## src/rtl/mem_access_ctrl_pkg.sv

```systemverilog
// mem_access_ctrl_pkg
// Shared definitions for the memory access controller slice:
//   - default ADDR_W / DATA_W / MEM_DEPTH values
//   - FSM state enumeration
//   - grant-select encoding used by the optional fetch-port arbiter
package mem_access_ctrl_pkg;

  localparam int ADDR_W_DEF    = 16;
  localparam int DATA_W_DEF    = 32;
  localparam int MEM_DEPTH_DEF = 4096;

  typedef enum logic [1:0] {
    IDLE  = 2'd0,
    ISSUE = 2'd1,
    WAIT  = 2'd2,
    RESP  = 2'd3
  } state_t;

  typedef enum logic {
    GNT_DATA  = 1'b0,
    GNT_FETCH = 1'b1
  } gnt_sel_t;

endpackage

```

## src/rtl/mem_access_ctrl_arb.sv

```systemverilog
// mem_rr_arb
// Two-way round-robin arbiter between the data and fetch requesters.
// Only instantiated when MEMCTL_IFETCH_PORT_EN is defined.
// Ports:
//   clk, rst     : clock, asynchronous active-high reset
//   req_d, req_f : data / fetch request valid
//   accept       : a request is being accepted this cycle (updates last grant)
//   grant_fetch  : 1 = fetch port wins, 0 = data port wins (combinational)
module mem_rr_arb
  import mem_access_ctrl_pkg::*;
(
  input  logic clk,
  input  logic rst,
  input  logic req_d,
  input  logic req_f,
  input  logic accept,
  output logic grant_fetch
);

  gnt_sel_t last_q;
  gnt_sel_t gnt;

  always_comb begin
    if (req_d && req_f) begin
      gnt = (last_q == GNT_FETCH) ? GNT_DATA : GNT_FETCH;
    end else if (req_f) begin
      gnt = GNT_FETCH;
    end else begin
      gnt = GNT_DATA;
    end
  end

  assign grant_fetch = (gnt == GNT_FETCH);

  // Reset to "fetch granted last" so the first tie goes to the data port.
  always_ff @(posedge clk or posedge rst) begin
    if (rst) begin
      last_q <= GNT_FETCH;
    end else if (accept) begin
      last_q <= gnt;
    end
  end

endmodule

```

## src/rtl/mem_access_ctrl.sv

```systemverilog
// mem_access_ctrl
// Single-outstanding memory access controller in front of a memory with a
// registered (one-cycle) read output. Optional instruction-fetch port with
// round-robin arbitration is enabled by defining MEMCTL_IFETCH_PORT_EN.
// Ports:
//   clk, rst                       : clock, asynchronous active-high reset
//   d_req_*                        : data request (valid/ready, we, addr, wdata)
//   d_rsp_*                        : data response (valid/ready, rdata, err)
//   f_req_* / f_rsp_*              : fetch request/response (read-only, macro only)
//   mem_addr/mem_data_in/mem_we/
//   mem_re/mem_data_out            : memory side
//   busy                           : FSM not in IDLE
module mem_access_ctrl
  import mem_access_ctrl_pkg::*;
#(
  parameter int ADDR_W    = ADDR_W_DEF,
  parameter int DATA_W    = DATA_W_DEF,
  parameter int MEM_DEPTH = MEM_DEPTH_DEF
) (
  input  logic              clk,
  input  logic              rst,
  input  logic              d_req_valid,
  output logic              d_req_ready,
  input  logic              d_req_we,
  input  logic [ADDR_W-1:0] d_req_addr,
  input  logic [DATA_W-1:0] d_req_wdata,
  output logic              d_rsp_valid,
  input  logic              d_rsp_ready,
  output logic [DATA_W-1:0] d_rsp_rdata,
  output logic              d_rsp_err,
`ifdef MEMCTL_IFETCH_PORT_EN
  input  logic              f_req_valid,
  output logic              f_req_ready,
  input  logic [ADDR_W-1:0] f_req_addr,
  output logic              f_rsp_valid,
  input  logic              f_rsp_ready,
  output logic [DATA_W-1:0] f_rsp_rdata,
  output logic              f_rsp_err,
`endif
  output logic [ADDR_W-1:0] mem_addr,
  output logic [DATA_W-1:0] mem_data_in,
  output logic              mem_we,
  output logic              mem_re,
  input  logic [DATA_W-1:0] mem_data_out,
  output logic              busy
);

  state_t              state_q, state_nxt;
  logic                ready_q;
  logic [DATA_W-1:0]   rdata_q, rdata_nxt;
  logic                err_q, err_nxt;
  gnt_sel_t            sel_q, sel_nxt;
  logic                op_we_q, op_we_nxt;
  logic [ADDR_W-1:0]   mem_addr_nxt;
  logic [DATA_W-1:0]   mem_data_nxt;
  logic                mem_we_nxt, mem_re_nxt;
  logic                rsp_valid_nxt;

  // Muxed view of the granted requester.
  gnt_sel_t            gnt;
  logic                req_valid;
  logic                req_we;
  logic [ADDR_W-1:0]   req_addr;
  logic [DATA_W-1:0]   req_wdata;
  logic                rsp_ready_sel;
  logic                accept;
  logic                in_range;

`ifdef MEMCTL_IFETCH_PORT_EN
  logic grant_fetch;
  logic f_rsp_valid_q;

  mem_rr_arb u_arb (
    .clk         (clk),
    .rst         (rst),
    .req_d       (d_req_valid),
    .req_f       (f_req_valid),
    .accept      (accept),
    .grant_fetch (grant_fetch)
  );

  assign gnt           = grant_fetch ? GNT_FETCH : GNT_DATA;
  assign req_valid     = d_req_valid | f_req_valid;
  assign req_we        = (gnt == GNT_DATA) & d_req_we;
  assign req_addr      = (gnt == GNT_FETCH) ? f_req_addr : d_req_addr;
  assign req_wdata     = (gnt == GNT_DATA) ? d_req_wdata : '0;
  assign rsp_ready_sel = (sel_q == GNT_FETCH) ? f_rsp_ready : d_rsp_ready;
  // Registered IDLE-ready is masked for the port losing a tie, so a
  // requester never sees valid&ready without actually being accepted.
  assign d_req_ready   = ready_q & (gnt == GNT_DATA);
  assign f_req_ready   = ready_q & ~(d_req_valid & (gnt == GNT_DATA));
  assign f_rsp_valid   = f_rsp_valid_q;
  assign f_rsp_rdata   = rdata_q;
  assign f_rsp_err     = err_q;
`else
  assign gnt           = GNT_DATA;
  assign req_valid     = d_req_valid;
  assign req_we        = d_req_we;
  assign req_addr      = d_req_addr;
  assign req_wdata     = d_req_wdata;
  assign rsp_ready_sel = (sel_q == GNT_DATA) & d_rsp_ready;
  assign d_req_ready   = ready_q;
`endif

  assign d_rsp_rdata = rdata_q;
  assign d_rsp_err   = err_q;

  assign accept   = (state_q == IDLE) & req_valid;
  assign in_range = (32'(req_addr) < 32'(MEM_DEPTH));

  // State and registered outputs
  always_ff @(posedge clk or posedge rst) begin
    if (rst) begin
      state_q     <= IDLE;
      ready_q     <= 1'b1;
      busy        <= 1'b0;
      mem_addr    <= '0;
      mem_data_in <= '0;
      mem_we      <= 1'b0;
      mem_re      <= 1'b0;
      d_rsp_valid <= 1'b0;
      rdata_q     <= '0;
      err_q       <= 1'b0;
      sel_q       <= GNT_DATA;
      op_we_q     <= 1'b0;
`ifdef MEMCTL_IFETCH_PORT_EN
      f_rsp_valid_q <= 1'b0;
`endif
    end else begin
      state_q     <= state_nxt;
      ready_q     <= (state_nxt == IDLE);
      busy        <= (state_nxt != IDLE);
      mem_addr    <= mem_addr_nxt;
      mem_data_in <= mem_data_nxt;
      mem_we      <= mem_we_nxt;
      mem_re      <= mem_re_nxt;
      d_rsp_valid <= rsp_valid_nxt & (sel_nxt == GNT_DATA);
      rdata_q     <= rdata_nxt;
      err_q       <= err_nxt;
      sel_q       <= sel_nxt;
      op_we_q     <= op_we_nxt;
`ifdef MEMCTL_IFETCH_PORT_EN
      f_rsp_valid_q <= rsp_valid_nxt & (sel_nxt == GNT_FETCH);
`endif
    end
  end

  // Next-state logic
  always_comb begin
    state_nxt = state_q;
    case (state_q)
      IDLE:    if (accept) state_nxt = in_range ? ISSUE : RESP;
      ISSUE:   state_nxt = op_we_q ? RESP : WAIT;
      WAIT:    state_nxt = RESP;
      RESP:    if (rsp_ready_sel) state_nxt = IDLE;
      default: state_nxt = IDLE;
    endcase
  end

  // Next values of the registered outputs
  always_comb begin
    mem_addr_nxt  = mem_addr;
    mem_data_nxt  = mem_data_in;
    mem_we_nxt    = 1'b0;
    mem_re_nxt    = 1'b0;
    rdata_nxt     = rdata_q;
    err_nxt       = err_q;
    sel_nxt       = sel_q;
    op_we_nxt     = op_we_q;
    rsp_valid_nxt = (state_nxt == RESP);
    case (state_q)
      IDLE: begin
        if (accept) begin
          sel_nxt   = gnt;
          op_we_nxt = req_we;
          if (in_range) begin
            mem_addr_nxt = req_addr;
            mem_data_nxt = req_wdata;
            mem_we_nxt   = req_we;
            mem_re_nxt   = ~req_we;
          end else begin
            rdata_nxt = '0;
            err_nxt   = 1'b1;
          end
        end
      end
      ISSUE: begin
        if (op_we_q) begin
          rdata_nxt = '0;
          err_nxt   = 1'b0;
        end
      end
      WAIT: begin
        rdata_nxt = mem_data_out;
        err_nxt   = 1'b0;
      end
      RESP: begin
        if (rsp_ready_sel) begin
          rdata_nxt = '0;
          err_nxt   = 1'b0;
        end
      end
      default: ;
    endcase
  end

endmodule
```

## config.mk

```make
export PLATFORM = sky130hd
export DESIGN_NAME = mem_access_ctrl
export DESIGN_NICKNAME = d
export VERILOG_FILES = /design/src/rtl/mem_access_ctrl_pkg.sv /design/src/rtl/mem_access_ctrl_arb.sv /design/src/rtl/mem_access_ctrl.sv
export SDC_FILE = /design/constraint.sdc
export NUM_CORES = 1
export LEC_CHECK = 0
export ABC_AREA = 1
export CORE_UTILIZATION = 36
export DETAILED_ROUTE_END_ITERATION = 10
export GPL_ROUTABILITY_DRIVEN = 0
export GPL_TIMING_DRIVEN = 1
export PLACE_DENSITY = 0.73
export RECOVER_POWER = 50
export SYNTH_ARGS = -nofsm -noshare
export SYNTH_HDL_FRONTEND = slang
export SYNTH_SLANG_ARGS = --single-unit
```

## constraint.sdc

```tcl
create_clock -name clk -period 4.9 [get_ports clk]
set_input_delay 1.225 -clock clk [delete_from_list [all_inputs] [get_ports clk]]
set_output_delay 1.225 -clock clk [all_outputs]
set_load 0.02 [all_outputs]
```

; Word level (Yosys, flattened, before mapping)
; Cells that the tools add are included.
[word_totals]
latch_bits = 0
ff_bits = 90
romBits = 0
output_inout_bits = 86
inputBits = 85
mem_bits_rw = 0
word_cells = 56
mem_count = 0
[op_classes]
addsub = 0
n_reduce_logical = 6
n_eq_ne = 8
multipliers = 0
shifts = 0
muxes = 23
div_mod_pow = 0
bitwise = 6
magnitude_cmp = 1
[ops]
columns = op, n
row1 = 32-bit two-way mux, 4
row2 = 32-bit one-hot mux with 4 select lines, 1
row3 = "16-bit by 13-bit < comparator with 1-bit output, second input constant", 1
row4 = 1-bit two-way mux, 13
row5 = "2-bit != test, second input constant", 4
row6 = 2-bit one-hot mux with 4 select lines, 1
row7 = "2-bit == test, second input constant", 3
row8 = 2-bit two-way mux, 3
row9 = 2-bit logical NOT, 2
row10 = 1-bit one-hot mux with 4 select lines, 1
row11 = 4-bit AND reduction, 1
row12 = 1-bit bitwise AND, 3
row13 = 1-bit NOT, 3
row14 = 3-bit AND reduction, 1
row15 = "2-bit by 1-bit == test with 1-bit output, second input constant", 1
row16 = 2-bit AND reduction, 1
row17 = 2-bit nonzero test, 1

; Longest topological paths before layout
; Gate-level depths: netlist of run 1.
[depth]
word_depth = 6
depth_mapped = 9

; Worst setup path after synthesis of run 1
; No wires, ideal clock.
[synth_path]
kind = in2reg
start = input port d_req_addr[12]
end = register mem_addr[10]
arrival_ns = 1.881
path_stages = 7
t_required_ns = 4.783
path_buffers = 1
slack_ns = 2.902
setup_ns = 0.117
path_cell_list = nor2_1 > nand2_1 > nor2_4 > inv_2 > buf_2 > nand2_1 > nand2_1
[synth_between]
elab_chain_cells = 2
[synth_lines]
columns = element, line
row1 = "start, declared", mem_access_ctrl.sv:25  ; input logic [ADDR_W-1:0] d_req_addr,
row2 = 16-bit by 13-bit < comparator with 1-bit output, mem_access_ctrl.sv:109  ; assign in_range = (32'(req_addr) < 32'(MEM_DEPTH));
row3 = 3-bit AND reduction (no source line), --
row4 = "end signal, assigned", mem_access_ctrl.sv:133  ; mem_addr <= mem_addr_nxt;
row5 = "end, declared", mem_access_ctrl.sv:40  ; output logic [ADDR_W-1:0] mem_addr,
; Every way passes these cells.
; A chain may end at the register's enable or synchronous reset.

==> results.yml, run 1 <==
critical_path:
  worstSetupEndpoint: "mem_data_in[22]"
  regToRegStartpoint: "state_q[0]"
  timing.setup.critical_path_class: "in2async"
  reg2reg_setup_slack_ps: 2810
  regToRegEndpoint: "mem_addr[2]"
  category_of_the_worst_setup_path_capture_point: "asynchronous set/reset pin"
  required_ps: 5410
  worstPathArrival_ps: 3850
  timing.reg2reg.worst_path_depth: 7
  worst_setup_path_start_kind: "primary input"
  setup.worst_path.start: "rst"
  crit_path_max_fanout: 62
final_layout:
  final_cells: 687
  antennaDiodeCount: 0
  nFillCells: 809
  finalInstanceArea_um2: 5401
  syn_to_final_growth_pct: 57.90
  post_route_cells_drive_above_1_share_pct: 4.301
  net_count_reported_at_finish: 638
die:
  core_area_um2: 9240
  initial_standard_cell_utilization_of_the_core_pct: 37.02
  placementRows: 35
  fp.dieArea_um2: 9896
  die_w_um: 99.48
  die_h_um: 99.48
  ios: 171
clock_tree:
  cts_hold_buffers: 0
  post_cts.resized_instances: 0
  tritoncts: "built"
  cts.sinks: 90
  tritoncts.num_buffers: 9
  cts_setup_buffers: 0
  clk-insertion-delay-late_ps: 350
  cts_max_path_buffers: 2
  clk_transition_reported_paths_ps: 90
  ctsRootBufferMaster: "clkbuf_8"
  cts_htree_levels: 3
routing:
  total_routed_wire_length_on_the_met1_layer_um: 3526
  detail_route.vias_per_cell: 4.282
  post-route-drc-count: 0
  firstDrtPassIters: 5
  wire_per_inst_um: 12.04
  initialDrtViolationCount: 78
  met3_wirelength_um: 645
  detail_route.wirelength_um: 8271
  routed-wl-met2_um: 3941
  number_of_nets_with_antenna_violations_after_detailed_routing: 0
  top_signal_layer_used: "met4"
  dr_total_vias: 2942
global_route:
  globalRouteOverflowTotal: 0
  initial_antenna_violation_count: 0
  first_global_vias: 2877
  grt_start_max_net_pins: 63
  track_usage_pct: 17.37
  first_pass_grt_wire_length_um: 13460
logic_synthesis:
  ys_types: 14
  yosysSeqAreaShare_pct: 65.87
  synth_area_leader_cell: "dfrtp_1"
  synth.cell_area_um2: 3421
  post_synth_main_area_contributors: "dfrtp_1 (65%), nand2_1 (27%), buf_2 (1.8%), inv_1 (1.6%), nor2_1 (1.1%)"
  synth.ff_latch_count: 90
  synth-warning-count: 0
  synthCells: 385
  synth_fp_nets: 470
  average_footprint_of_a_synthesized_cell_um2: 8.885
  synth_top_area_share_pct: 65.11
hold_path:
  hold_class: "reg2reg"
power:
  power_frac_comb_pct: 40.4
  power-per-cell-area_nw_per_um2: 490.7
  total_power_mw: 2.651
  net-switching-power_uw: 980.4
  peakVddDrop_v: 0.0001991
  power.share.switching_pct: 36.99
  clock_power_share_pct: 19.2
  power_report.internal_total_mw: 1.670
  standby_leakage_power_nw: 2.800
  seqPwrFrac_pct: 40.4
outcome:
  failed_checks: "capacitance limit, slew limit"
  outcome: "finished with violations"
timing:
  slew-limit-headroom_pct: -73.44
  fin_skew_ps: 11.57
  finalHoldViolCount: 0
  final_period_minus_worst_setup_slack_ps: 3348
  max_freq_mhz: 298.7
  slew_viol_final: 63
  finalSetupViolCount: 0
  totalNegativeSetupSlack_ps: 0
  tightestPinTransition_ps: 2587
  final.period_utilization_pct: 68.33
  rsz0062_at_grt: "no"
place:
  numPortBuffers: 170
  dp.cells: 671
  placed_area_um2: 5209
  dpl.hpwl_um: 5944
job:
  cap_violations: 1
==> metal layers <==
metal	GRT usage, %	up-vias
met3	6.044	15
li1	-	1478
met4	6.109	0
met2	28.63	118
met1	21.23	1331
met5	0	-
==> power by group through the flow <==
| stage | clock [mW] | sequential [mW] | combinational, mW |
|---|---|---|---|
| 6_report | 0.508 | 1.07 | 1.07 |
| 2_1_floorplan | 0 | 1.33 | 0.314 |
| 3_3_place_gp | 0 | 1.08 | 1.09 |
| 5_1_grt | 0.560 | 1.10 | 1.17 |
| 3_5_place_dp | 0 | 1.09 | 1.11 |
| 4_1_cts | 0.522 | 1.08 | 1.11 |
==> cell usage after synthesis <==
library cell,instances
buf_2,12
buf_6,3
dfrtp_1,89
dfstp_2,1
inv_1,15
inv_2,1
nand2_1,247
nand2_2,2
nand3b_1,1
nand4_1,1
nor2_1,10
nor2_2,1
nor2_4,1
o21ai_0,1
==> per-stage QoR <==
step	hold slack, ps	setup WS [ps]	util, %
floorplan	454.7	1341	-
global placement	452.2	1676	56.37
detailed placement	458.0	1631	56.37
CTS	479.7	2016	58.51
global route	486.0	1081	58.46
finish	467.9	1552	58.46
==> layout by cell type, fill, tap and decap left out, drive strengths merged, types with 2 or more instances in the layout <==
cell,count
inv,18
nor2,12
clkbuf,9
clkdlybuf4s50,141
dlygate4sd3,29
dfrtp,89
nand2,249
buf,2
clkinv,2
clkinvlp,2
==> sequential cells by signal (all words and copies together), names as in the netlist, 2 cells and up <==
register,count
d_rsp_rdata,32
mem_addr,16
mem_data_in,32
state_q,2
==> cell type report <==
class                           count  area, um2  area share, %
Sequential cell                    90       2253          41.72
Inverter                           16      61.31          1.135
Clock buffer                        9      123.9          2.293
Timing Repair Buffer              172       1717          31.78
Tap cell                          129      161.4          2.988
Multi-Input combinational cell    264       1011          18.72
Clock inverter                      7      73.82          1.367
==> cells by family (layout without fill, tap and decap cells) <==
| logic type | count (synthesis) | after routing | synth area share, % |
|---|---|---|---|
| compound gates | 1 | 1 | 0.1462 |
| buf+inv | 31 | 204 | 4.499 |
| flops | 90 | 90 | 65.87 |
| simple gates | 263 | 263 | 29.48 |
==> worst max-delay path, cell delays in order <==
cell	delay (ps)
dlygate4sd3_1	540
clkinvlp_2	1470
buf_4	570
==> worst min path at each step <==
stage	cells past startpoint	startpoint	to	slack, ps
floorplan	2	sel_q	sel_q	450
global placement	2	d_rsp_rdata[23]	d_rsp_rdata[23]	450
detailed placement	2	d_rsp_rdata[30]	d_rsp_rdata[30]	460
CTS	2	d_rsp_rdata[28]	d_rsp_rdata[28]	480
global route	2	d_rsp_rdata[21]	d_rsp_rdata[21]	490
finish	2	d_rsp_rdata[30]	d_rsp_rdata[30]	470
(Power assumes the default switching activity.)
==> run 2, diff against run 1 <==
--- a/config.mk
+++ b/config.mk
@@ -10,7 +10,7 @@
 export DETAILED_ROUTE_END_ITERATION = 10
 export GPL_ROUTABILITY_DRIVEN = 0
 export GPL_TIMING_DRIVEN = 1
-export PLACE_DENSITY = 0.73
+export PLACE_DENSITY = 0.76
 export RECOVER_POWER = 50
 export SYNTH_ARGS = -nofsm -noshare
 export SYNTH_HDL_FRONTEND = slang
==> constraint.sdc (replaced) <==
create_clock -name clk -period 2.8 [get_ports clk]
set_input_delay 0.7 -clock clk [delete_from_list [all_inputs] [get_ports clk]]
set_output_delay 0.7 -clock clk [all_outputs]
set_load 0.02 [all_outputs]
==> results.yml, run 2 (synthesized netlist as in run 1, its figures left out) <==
outcome:
  outcome: "finished, final reports clean"
global_route:
  first_pass_grt_wire_length_um: 13430
  initial_antenna_violation_count: 0
  globalRouteOverflowTotal: 0
  grt_start_max_net_pins: 91
  first_global_vias: 2915
  track_usage_pct: 17.03
routing:
  dr_total_vias: 2984
  firstDrtPassIters: 5
  post-route-drc-count: 0
  initialDrtViolationCount: 99
  detail_route.wirelength_um: 8212
  number_of_nets_with_antenna_violations_after_detailed_routing: 0
  detail_route.vias_per_cell: 4.337
  wire_per_inst_um: 11.94
final_layout:
  final_cell_mix: "nand2_1 (248), clkdlybuf4s50_1 (167), dfrtp_1 (89)"
  utilization_pct: 58.46
  nFillCells: 847
  syn_to_final_growth_pct: 57.90
  sequential_cell_area_um2: 2253
  layout_commonest_cell: "nand2_1"
  multiInputGateArea_um2: 1013
  finalInstanceArea_um2: 5401
  antennaDiodeCount: 0
  post_route_cells_drive_above_1_share_pct: 4.114
  net_count_reported_at_finish: 639
clock_tree:
  clk_transition_reported_paths_ps: 80
  cts.sinks: 90
  cts_htree_levels: 3
  tritoncts.num_buffers: 9
  cts_setup_buffers: 0
  cts_hold_buffers: 0
  tritoncts: "built"
  ctsRootBufferMaster: "clkbuf_8"
  post_cts.resized_instances: 0
  clk-insertion-delay-late_ps: 340
  cts_max_path_buffers: 2
timing:
  finalSetupViolCount: 0
  totalNegativeSetupSlack_ps: 0
  slew_viol_final: 0
  final_period_minus_worst_setup_slack_ps: 2275
  slew-limit-headroom_pct: 20.81
  rsz0062_at_grt: "no"
  final.period_utilization_pct: 81.24
  finalHoldViolCount: 0
  max_freq_mhz: 439.6
  tightestPinTransition_ps: 1188
  fin_skew_ps: 10.26
place:
  placed_area_um2: 5231
  numPortBuffers: 170
  dpl.hpwl_um: 5766
critical_path:
  master_of_the_slowest_instance_on_the_critical_path: "clkbuf_2"
  max_incr_delay_on_cp_ps: 690
  cp_common_cell: "nand2_1"
  worstPathArrival_ps: 2550
  required_ps: 3070
  worst_setup_path_start_kind: "primary input"
  timing.setup.critical_path_class: "in2reg"
  category_of_the_worst_setup_path_capture_point: "flip-flop"
  critical_path.cell_chain: "dlygate4sd3_1 > nor2_1 > nand2_1 > nor2_4 > clkbuf_2 > nand2_1 > nand2_1"
  crit_path_max_fanout: 48
hold_path:
  hold_class: "reg2reg"
power:
  peakVddDrop_v: 0.0003429
  power-per-cell-area_nw_per_um2: 860.4
  standby_leakage_power_nw: 2.728
die:
  core_area_um2: 9240
  ios: 171
  die_h_um: 99.48
  fp.dieArea_um2: 9896
  placementRows: 35
  initial_standard_cell_utilization_of_the_core_pct: 37.02
  die_w_um: 99.48
job:
  cap_violations: 0
## run 2: final timing paths
| path | startpoint | end | slack (ps) | cells past startpoint |
|---|---|---|---|---|
| min in group asynchronous | rst | d_rsp_rdata[17] | 1280 | 3 |
| setup / recovery | d_req_addr[12] | mem_data_in[20] | 530 | 7 |
| setup reg to reg | state_q[1] | mem_data_in[20] | 890 | 6 |
| hold / removal | d_rsp_rdata[8] | d_rsp_rdata[8] | 470 | 2 |
| hold reg to reg | d_rsp_rdata[8] | d_rsp_rdata[8] | 470 | 2 |
| max in group asynchronous | rst | d_rsp_err | 760 | 3 |
## run 2: per-layer routing
| layer | up-vias | track usage, % | part of all wire (%) |
|---|---|---|---|
| met5 | - | 0 | 0 |
| met3 | 6 | 4.638 | 6.1 |
| met1 | 1382 | 20.82 | 44 |
| met2 | 114 | 30.29 | 49 |
| met4 | 0 | 3.394 | 0.72 |
| li1 | 1482 | - | - |
## run 2: stage by stage
| step | power, mW | hold WS (ps) | cells | setup WS (ps) |
|---|---|---|---|---|
| finish | 4.647 | 471.9 | 688 | 525.3 |
| global placement | 3.802 | 452.2 | 672 | 575.1 |
| CTS | 4.709 | 478.6 | 688 | 630.3 |
| global route | 4.953 | 496.7 | 688 | 314.1 |
| detailed placement | 3.853 | 458.6 | 672 | 516.9 |
| floorplan | 2.869 | 454.7 | 385 | 1051 |
## run 2: layout make-up
cell class,count,share of cell area [%]
Sequential cell,90,41.72
Timing Repair Buffer,173,31.87
Multi-Input combinational cell,264,18.76
Tap cell,129,2.988
Clock buffer,12,2.502
Inverter,16,1.181
Clock inverter,4,0.9729
## run 2: report_power, final
part	leakage [nW]	internal [mW]	switching (mW)
clock	0.0828	0.414	0.430
combinational	1.46	0.874	1.04
sequential	1.18	1.67	0.213
total	2.73	2.96	1.69
## run 2: critical path, delay by kind of cell
kind                   cells  cell delay (ps)
buffers and inverters      2             1220
and+or+nand+nor            5              590
